File: config.mk
export PLATFORM = sky130hd
export DESIGN_NAME = peribus_ctrl
export DESIGN_NICKNAME = d
export VERILOG_FILES = /design/src/rtl/peribus_ctrl.sv
export SDC_FILE = /design/constraint.sdc
export NUM_CORES = 1
export LEC_CHECK = 0
export CAP_MARGIN = 20
export CORE_ASPECT_RATIO = 0.7
export CORE_MARGIN = 2
export CORE_UTILIZATION = 44
export CTS_CLUSTER_SIZE = 14
export DETAILED_ROUTE_END_ITERATION = 10
export HOLD_SLACK_MARGIN = 0.03
export PLACE_DENSITY = 0.86
export RECOVER_POWER = 25
export SYNTH_ARGS = -nofsm -noshare
export SYNTH_HDL_FRONTEND = slang
export SYNTH_SLANG_ARGS = --single-unit
export TNS_END_PERCENT = 20
File: constraint.sdc
create_clock -name clk -period 3.38 [get_ports clk]
set_input_delay 0.507 -clock clk [delete_from_list [all_inputs] [get_ports clk]]
set_output_delay 0.507 -clock clk [all_outputs]
set_load 0.02 [all_outputs]
File: src/rtl/peribus_ctrl.sv
// Data-side bus splitter: plain memory accesses go straight to data memory, accesses
// to the PERI_BASE region stall the CPU for a req/ack handshake. Optional timeout: PERI_TIMEOUT_EN.
module peribus_ctrl #(
  parameter logic [3:0] PERI_BASE = 4'hF,
  parameter logic [7:0] TIMEOUT   = 8'd255
) (
  input  logic        clk,
  input  logic        reset,
  input  logic        memread,
  input  logic        memwrite,
  input  logic [31:0] addr,
  input  logic [31:0] wdata,
  output logic        dmem_re,
  output logic        dmem_we,
  output logic        stall,
  output logic        memdatamuxcontrol,
  output logic [31:0] periread,
  output logic        peri_req,
  output logic        peri_we,
  output logic [31:0] peri_addr,
  output logic [31:0] peri_wdata,
  input  logic        peri_ack,
  input  logic [31:0] peri_rdata,
  output logic        peri_err
);

  typedef enum logic [1:0] {IDLE, REQ, DONE} state_t;

  state_t      state_reg, state_next;
  logic        is_peri;
  logic        timeout;
  logic        peri_req_reg;
  logic        peri_we_reg;
  logic [31:0] addr_reg;
  logic [31:0] wdata_reg;
  logic [31:0] periread_reg;

  assign is_peri = (addr[31:28] == PERI_BASE);
  assign dmem_re = memread & ~is_peri;
  assign dmem_we = memwrite & ~is_peri;

  assign peri_req   = peri_req_reg;
  assign peri_we    = peri_we_reg;
  assign peri_addr  = addr_reg;
  assign peri_wdata = wdata_reg;
  assign periread   = periread_reg;

`ifdef PERI_TIMEOUT_EN
  logic [7:0] cnt_reg;
  logic       err_reg;

  // Fires on the TIMEOUT-th REQ cycle without ack; a same-cycle ack takes precedence.
  assign timeout  = (state_reg == REQ) && !peri_ack && (cnt_reg == TIMEOUT - 8'd1);
  assign peri_err = err_reg;

  always_ff @(posedge clk) begin
    if (reset) begin
      cnt_reg <= 8'd0;
      err_reg <= 1'b0;
    end else begin
      err_reg <= timeout;
      if (state_reg != REQ) begin
        cnt_reg <= 8'd0;
      end else if (!peri_ack) begin
        cnt_reg <= cnt_reg + 8'd1;
      end
    end
  end
`else
  assign timeout  = 1'b0;
  assign peri_err = 1'b0;
`endif

  always_comb begin
    state_next        = state_reg;
    stall             = 1'b0;
    memdatamuxcontrol = 1'b0;
    case (state_reg)
      IDLE: begin
        if ((memread || memwrite) && is_peri) begin
          state_next = REQ;
          stall      = 1'b1;
        end
      end
      REQ: begin
        stall = 1'b1;
        if (peri_ack || timeout) begin
          state_next = DONE;
        end
      end
      DONE: begin
        memdatamuxcontrol = ~peri_we_reg;
        state_next        = IDLE;
      end
      default: state_next = IDLE;
    endcase
  end

  always_ff @(posedge clk) begin
    if (reset) begin
      state_reg    <= IDLE;
      peri_req_reg <= 1'b0;
      peri_we_reg  <= 1'b0;
      addr_reg     <= 32'h0;
      wdata_reg    <= 32'h0;
      periread_reg <= 32'h0;
    end else begin
      state_reg    <= state_next;
      peri_req_reg <= (state_next == REQ);
      // Write wins when both strobes are set, so peri_we simply follows memwrite.
      if (state_reg == IDLE && state_next == REQ) begin
        addr_reg    <= addr;
        wdata_reg   <= wdata;
        peri_we_reg <= memwrite;
      end
      if (state_reg == REQ && !peri_we_reg) begin
        if (peri_ack) begin
          periread_reg <= peri_rdata;
        end else if (timeout) begin
          periread_reg <= 32'hDEADBEEF;
        end
      end
    end
  end

endmodule

==> reports/qor.yml, run 1 <==
run_status:
  outcome: "finished clean"
logic_synthesis:
  synth_area_um2: 4180
  synth-seq-cells: 100
  synth_area_per_cell_um2: 9.64
  synth_cell_types: 23
  synth_top_area_share_pct: 47.8
  netlist_top_cells_area: "dfxtp_1 (48%), nand2b_1 (18%), mux2i_1 (15%)"
  async_flop_share_pct: 0
  synth_largest_area_cell: "dfxtp_1"
  synth_edf_count: 0
  synthCells: 434
  synth_most_common_cell: "nand2b_1"
  syn_nets: 535
  ys_seq_area_share_pct: 47.8
  synth_common_cells: "nand2b_1 (123), dfxtp_1 (100), nand2_1 (65)"
  ys_warn_count: 0
  synth_flop_cell: "dfxtp_1"
setup_path:
  end_kind: "output port"
  critPathArrivalTime_ns: 2.17
  worstReg2RegEnd: "periread[0]$_SDFFE_PP0P_"
  cp-startpoint: "addr[30]"
  critPathKind: "primary input to output port"
  cp-start-kind: "primary input"
  cpMaxStageDelayCell: "clkdlybuf4s50_1"
  rrSetupSlack_ns: 1.28
  timing.rr.start: "state_reg[0]$_SDFF_PP0_"
  crit_required_ns: 2.87
  r2r_cells: 4
  max_stage_delay_ns: 0.59
  crit_fanout: 5
  crit_chain: "dlygate4sd3_1 > nand4_1 > nor2_1 > o21ba_2 > clkdlybuf4s50_1"
  crit_end: "stall"
sta:
  max_freq_mhz: 373
  slew_viol_final: 0
  worstMarginPinSlew_ns: 1.30
  holdWs_ns: 0.450
  max_slew_margin_pct: 13.3
  min_period_ns: 2.68
  final.period_utilization_pct: 79.3
  fin_setup_tns_ns: 0
  setup-violations-final: 0
  rsz0062_at_grt: "false"
  fin_skew_ns: 0.00510
  hold_violations: 0
min_path:
  hold_class: "flop to flop"
detailed_routing:
  detail-route-antenna-nets: 0
  post_drt_wl_per_cell_um: 14.3
  via_count: 3489
  drtIter0Drc: 153
  vias_per_cell: 4.68
  routed-wl-met2_um: 4890
  dr.pass1.iters: 5
  wirelength_um: 10600
  wl_met1_um: 4350
  wl_met3_um: 1270
  top_layer: "met4"
  drc: 0
clock_network:
  cts.clk_slew.worst_paths_ns: 0.06
  clock_sinks: 100
  post-cts-setup-buffers: 0
  cts_resized: 0
  ctsHoldBuffers: 0
  numCtsBuffers: 9
  htree_levels: 3
  clockBufferDepth: 2
  cts_tree: "yes"
  clock_latency_ns: 0.34
  cts-root-buf: "clkbuf_16"
layout:
  nets: 718
  drive_gt1_share_pct: 3.38
  area_growth_pct: 56.5
  nFillCells: 680
  antenna_cells: 0
grt:
  grt_overflow_total: 0
  grt_pass1_vias: 3439
  antenna_found_initial: 0
  grt_max_degree: 162
  grt_pass1_wl_um: 16700
  grtUsageTotal_pct: 20.6
placed_design:
  io_buffers: 202
  hpwl_um: 7470
  gp_congestion: 0.751
pwr:
  vdd_ir_drop_max_v: 0.000345
  p_leak_nw: 2.32
  power_density_nw_per_um2: 421
die:
  die_h_um: 85.6
  start_util_pct: 45.8
  core_um2: 9140
  rows: 29
  dieArea_um2: 10300
  io_pins: 204
  die_w_um: 121
job:
  cap_violations: 0
==> critical path: cells and delay by family <==
kind                   cells  cell delay (ns)
buffers and inverters      2             1.12
AND/OR/NAND/NOR            2             0.41
AO/OA/AOI/OAI              1             0.13
==> metal layers <==
layer | track usage, % | up-vias
li1 | - | 1754
met1 | 23.0 | 1584
met2 | 34.3 | 140
met3 | 11.2 | 11
met4 | 5.81 | 0
met5 | 0 | -
==> logic make-up after synthesis <==
family	count (synthesis)	share of synthesized area [%]
buffers and inverters	34	5.62
DFF	100	47.8
muxes	61	14.6
other	1	0.0896
and+or+nand+nor	200	26.6
AOI/OAI and AO/OA	38	5.23
==> layout by cell type (no fill, tap or decap) <==
cell type        count
and2_1               2
clkbuf_8             2
buf_12               1
dfxtp_1            100
nand4_1              1
dlygate4sd3_1       17
clkdlybuf4s50_1    184
nand2_1             65
nor2_1               2
buf_4                2
conb_1               1
o31a_1               1
clkbuf_1             1
nor4_4               1
nand2b_1           123
mux2i_1             61
clkbuf_16            9
and4bb_1             1
o21ba_2              1
nor3_1               3
nand4bb_1            1
buf_16               1
o21ba_1              4
a21oi_1             32
bufinv_16            4
nor3b_1              1
==> layout make-up <==
type                    instances  area [um^2]  share of cell area, %
well taps                     124          155                   2.37
repair buffers                206         2080                   31.7
clock buffers                  11          253                   3.86
flip-flops and latches        100         2000                   30.6
clock inverters                 4          120                   1.83
multi-input cells             300         1940                   29.6
==> report_power, final <==
part / internal, mW / leakage [nW] / total, mW / switching, mW
sequential: 1.20 / 0.808 / 1.21 / 0.0103
clock: 0.834 / 0.182 / 1.26 / 0.427
combinational: 0.183 / 1.33 / 0.288 / 0.106
==> worst min path at each step <==
stage | slack [ns] | depth (start not counted) | to | start
3_5_place_dp | 0.45 | 2 | periread[20]$_SDFFE_PP0P_ | periread[20]$_SDFFE_PP0P_
5_1_grt | 0.47 | 2 | periread[17]$_SDFFE_PP0P_ | periread[17]$_SDFFE_PP0P_
6_report | 0.45 | 2 | periread[7]$_SDFFE_PP0P_ | periread[7]$_SDFFE_PP0P_
2_1_floorplan | 0.52 | 2 | state_reg[1]$_SDFF_PP0_ | state_reg[0]$_SDFF_PP0_
4_1_cts | 0.45 | 2 | periread[20]$_SDFFE_PP0P_ | periread[20]$_SDFFE_PP0P_
3_3_place_gp | 0.44 | 2 | periread[20]$_SDFFE_PP0P_ | periread[20]$_SDFFE_PP0P_
==> per-stage QoR <==
step	utilization, %	cell area, um^2	cells	setup WS (ns)	power [mW]
3_3_place_gp	67.4	6160	729	0.874	1.51
4_1_cts	71.4	6530	744	0.799	2.78
3_5_place_dp	67.4	6160	729	0.799	1.52
2_1_floorplan	-	4180	434	1.83	1.36
5_1_grt	71.6	6550	745	0.632	2.85
6_report	71.6	6550	745	0.698	2.76
Note: power is estimated with default switching activity, not from simulation.
==> run 2: changes to the inputs <==
- CORE_UTILIZATION: 44 -> 37
- PLACE_DENSITY: 0.86 -> 0.77
- clock period: 3.38 -> 2.3 ns (I/O delays scaled with it)
==> run 2 against run 1 <==
Compared with the run above:
- first-iteration DRC count is 30% lower
- clock-buffer cell count is 1 lower
- power is 30% higher
- final cell count is 5.2% higher
- sequential share of layout area is 0.10 points lower
- flip-flop and latch count stayed put
- non-clock buffer count is 10 higher
- via count is 1.5% higher
- routed wire length is 2.1% lower
- sequential power is 46% higher
- global-route usage is 3.7 points lower
- utilization is 12 points lower
==> reports/qor.yml, run 2 (synthesized netlist as in run 1, its figures left out) <==
pwr:
  p_leak_nw: 2.30
  p_seq_share_pct: 49.4
  netSwitchingPower_mw: 0.800
  p_int_mw: 2.79
  sw_frac_of_total_pct: 22.3
  vdd_ir_drop_max_v: 0.000371
  power_density_nw_per_um2: 546
  power_frac_clock_pct: 38.7
  combPwrFrac_pct: 12.0
layout:
  fin_util_pct: 59.7
  antenna_cells: 0
  drive_gt1_share_pct: 4.60
  nets: 728
  nFillCells: 892
  area_growth_pct: 57.1
  seq_area_um2: 2000
  multi_input_area_um2: 1930
  final_cell_mix: "clkdlybuf4s50_1 (189), nand2b_1 (123), dfxtp_1 (100)"
  final_common_cell: "clkdlybuf4s50_1"
grt:
  grt_max_degree: 97
  grtUsageTotal_pct: 16.9
  grt_overflow_total: 0
  antenna_found_initial: 0
  grt_pass1_wl_um: 16800
  grt_pass1_vias: 3528
sta:
  fin_skew_ns: 0.00835
  final.period_utilization_pct: 95.0
  hold_violations: 0
  slew_viol_final: 0
  max_slew_margin_pct: 33.7
  setup-violations-final: 0
  fin_setup_tns_ns: 0
  min_period_ns: 2.18
  max_freq_mhz: 458
  rsz0062_at_grt: "false"
  worstMarginPinSlew_ns: 0.995
clock_network:
  cts_tree: "yes"
  cts_resized: 0
  post-cts-setup-buffers: 0
  cts.clk_slew.worst_paths_ns: 0.06
  htree_levels: 3
  numCtsBuffers: 9
  cts-root-buf: "clkbuf_16"
  clockBufferDepth: 2
  ctsHoldBuffers: 0
  clock_latency_ns: 0.33
  clock_sinks: 100
setup_path:
  max_stage_delay_ns: 0.59
  crit_buf_inv: 2
  crit_required_ns: 1.96
  crit_fanout: 4
  crit_path_frequent_cell: "clkdlybuf4s50_1"
  critPathArrivalTime_ns: 1.84
  crit_chain: "clkdlybuf4s50_1 > nand4_1 > nor2_1 > o21ba_2 > clkdlybuf4s50_1"
  cp-start-kind: "primary input"
  cpMaxStageDelayCell: "clkdlybuf4s50_1"
  critPathKind: "primary input to output port"
  path_delay_family: "buffers and inverters"
  end_kind: "output port"
die:
  core_um2: 11000
  die_h_um: 93.0
  dieArea_um2: 12200
  io_pins: 204
  start_util_pct: 38.0
  rows: 32
  die_w_um: 131
detailed_routing:
  dr.pass1.iters: 4
  detail-route-antenna-nets: 0
  post_drt_wl_per_cell_um: 13.3
  drc: 0
  wirelength_um: 10400
  vias_per_cell: 4.52
  drtIter0Drc: 107
  via_count: 3541
placed_design:
  io_buffers: 202
  gp_congestion: 0.813
  hpwl_um: 7650
min_path:
  hold_class: "flop to flop"
job:
  cap_violations: 0
run_status:
  outcome: "finished clean"
## run 2: cell count changes in the layout (fill, tap and decap cells not counted), moves of 2 or more
cell | previous run | this run
buf_12 | 1 | 5
buf_4 | 2 | 6
bufinv_16 | 4 | 0
clkbuf_2 | 0 | 2
clkdlybuf4s50_1 | 184 | 189
clkinvlp_4 | 0 | 4
dlygate4sd3_1 | 17 | 12
## run 2: path summary, 6_finish.rpt
path              cells past startpoint  slack (ns)                      from                         to
setup / recovery                      5        0.12                  addr[29]                      stall
hold / removal                        2        0.45  periread[3]$_SDFFE_PP0P_   periread[3]$_SDFFE_PP0P_
setup reg to reg                      4        0.59   state_reg[0]$_SDFF_PP0_  peri_addr[3]$_SDFFE_PP0P_
hold reg to reg                       2        0.45  periread[3]$_SDFFE_PP0P_   periread[3]$_SDFFE_PP0P_
## run 2: layout make-up
| type | instances | share of cell area (%) |
|---|---|---|
| Multi-Input combinational cell | 300 | 29.3 |
| Timing Repair Buffer | 216 | 33.1 |
| Tap cell | 153 | 2.91 |
| Sequential cell | 100 | 30.5 |
| Clock buffer | 10 | 3.64 |
| Clock inverter | 5 | 0.590 |
## run 2: layer usage
| metal | wire (um) | up-vias | global-route usage, % |
|---|---|---|---|
| met3 | 1130 | 12 | 8.35 |
| li1 | - | 1789 | - |
| met2 | 4640 | 152 | 27.7 |
| met5 | 0 | - | 0 |
| met4 | 127 | 0 | 4.53 |
| met1 | 4500 | 1588 | 19.9 |
## run 2: power groups by stage
stage               Clock (mW)  Combinational (mW)  Sequential (mW)
floorplan                    0               0.149             1.84
global placement             0               0.429             1.81
detailed placement           0               0.435             1.81
CTS                       1.45               0.437             1.77
global route              1.51               0.461             1.77
finish                    1.39               0.429             1.77
## run 2: worst min-delay path, delay by kind of cell (launching register included)
kind	cells	cell delay [ns]
flip-flops	1	0.31
AND/OR/NAND/NOR	1	0.05
AO/OA/AOI/OAI	1	0.05
## run 2: through the flow
stage | hold slack [ns] | power [mW] | setup WS, ns | area [um^2] | std cells
after global placement | 0.443 | 2.24 | 0.164 | 6330 | 769
after floorplan | 0.463 | 1.99 | 0.946 | 4180 | 434
after global routing | 0.468 | 3.75 | 0.0410 | 6570 | 784
final | 0.453 | 3.59 | 0.116 | 6570 | 784
after detailed placement | 0.447 | 2.25 | 0.133 | 6330 | 769
after CTS | 0.456 | 3.66 | 0.132 | 6610 | 784
==> run 3: changes to the inputs <==
- ABC_CLOCK_PERIOD_IN_PS: unset -> 2300
- SLEW_MARGIN: unset -> 10
==> results of run 3 <==
Same layout as run 2: the final DEF is identical, and so are final timing and power.
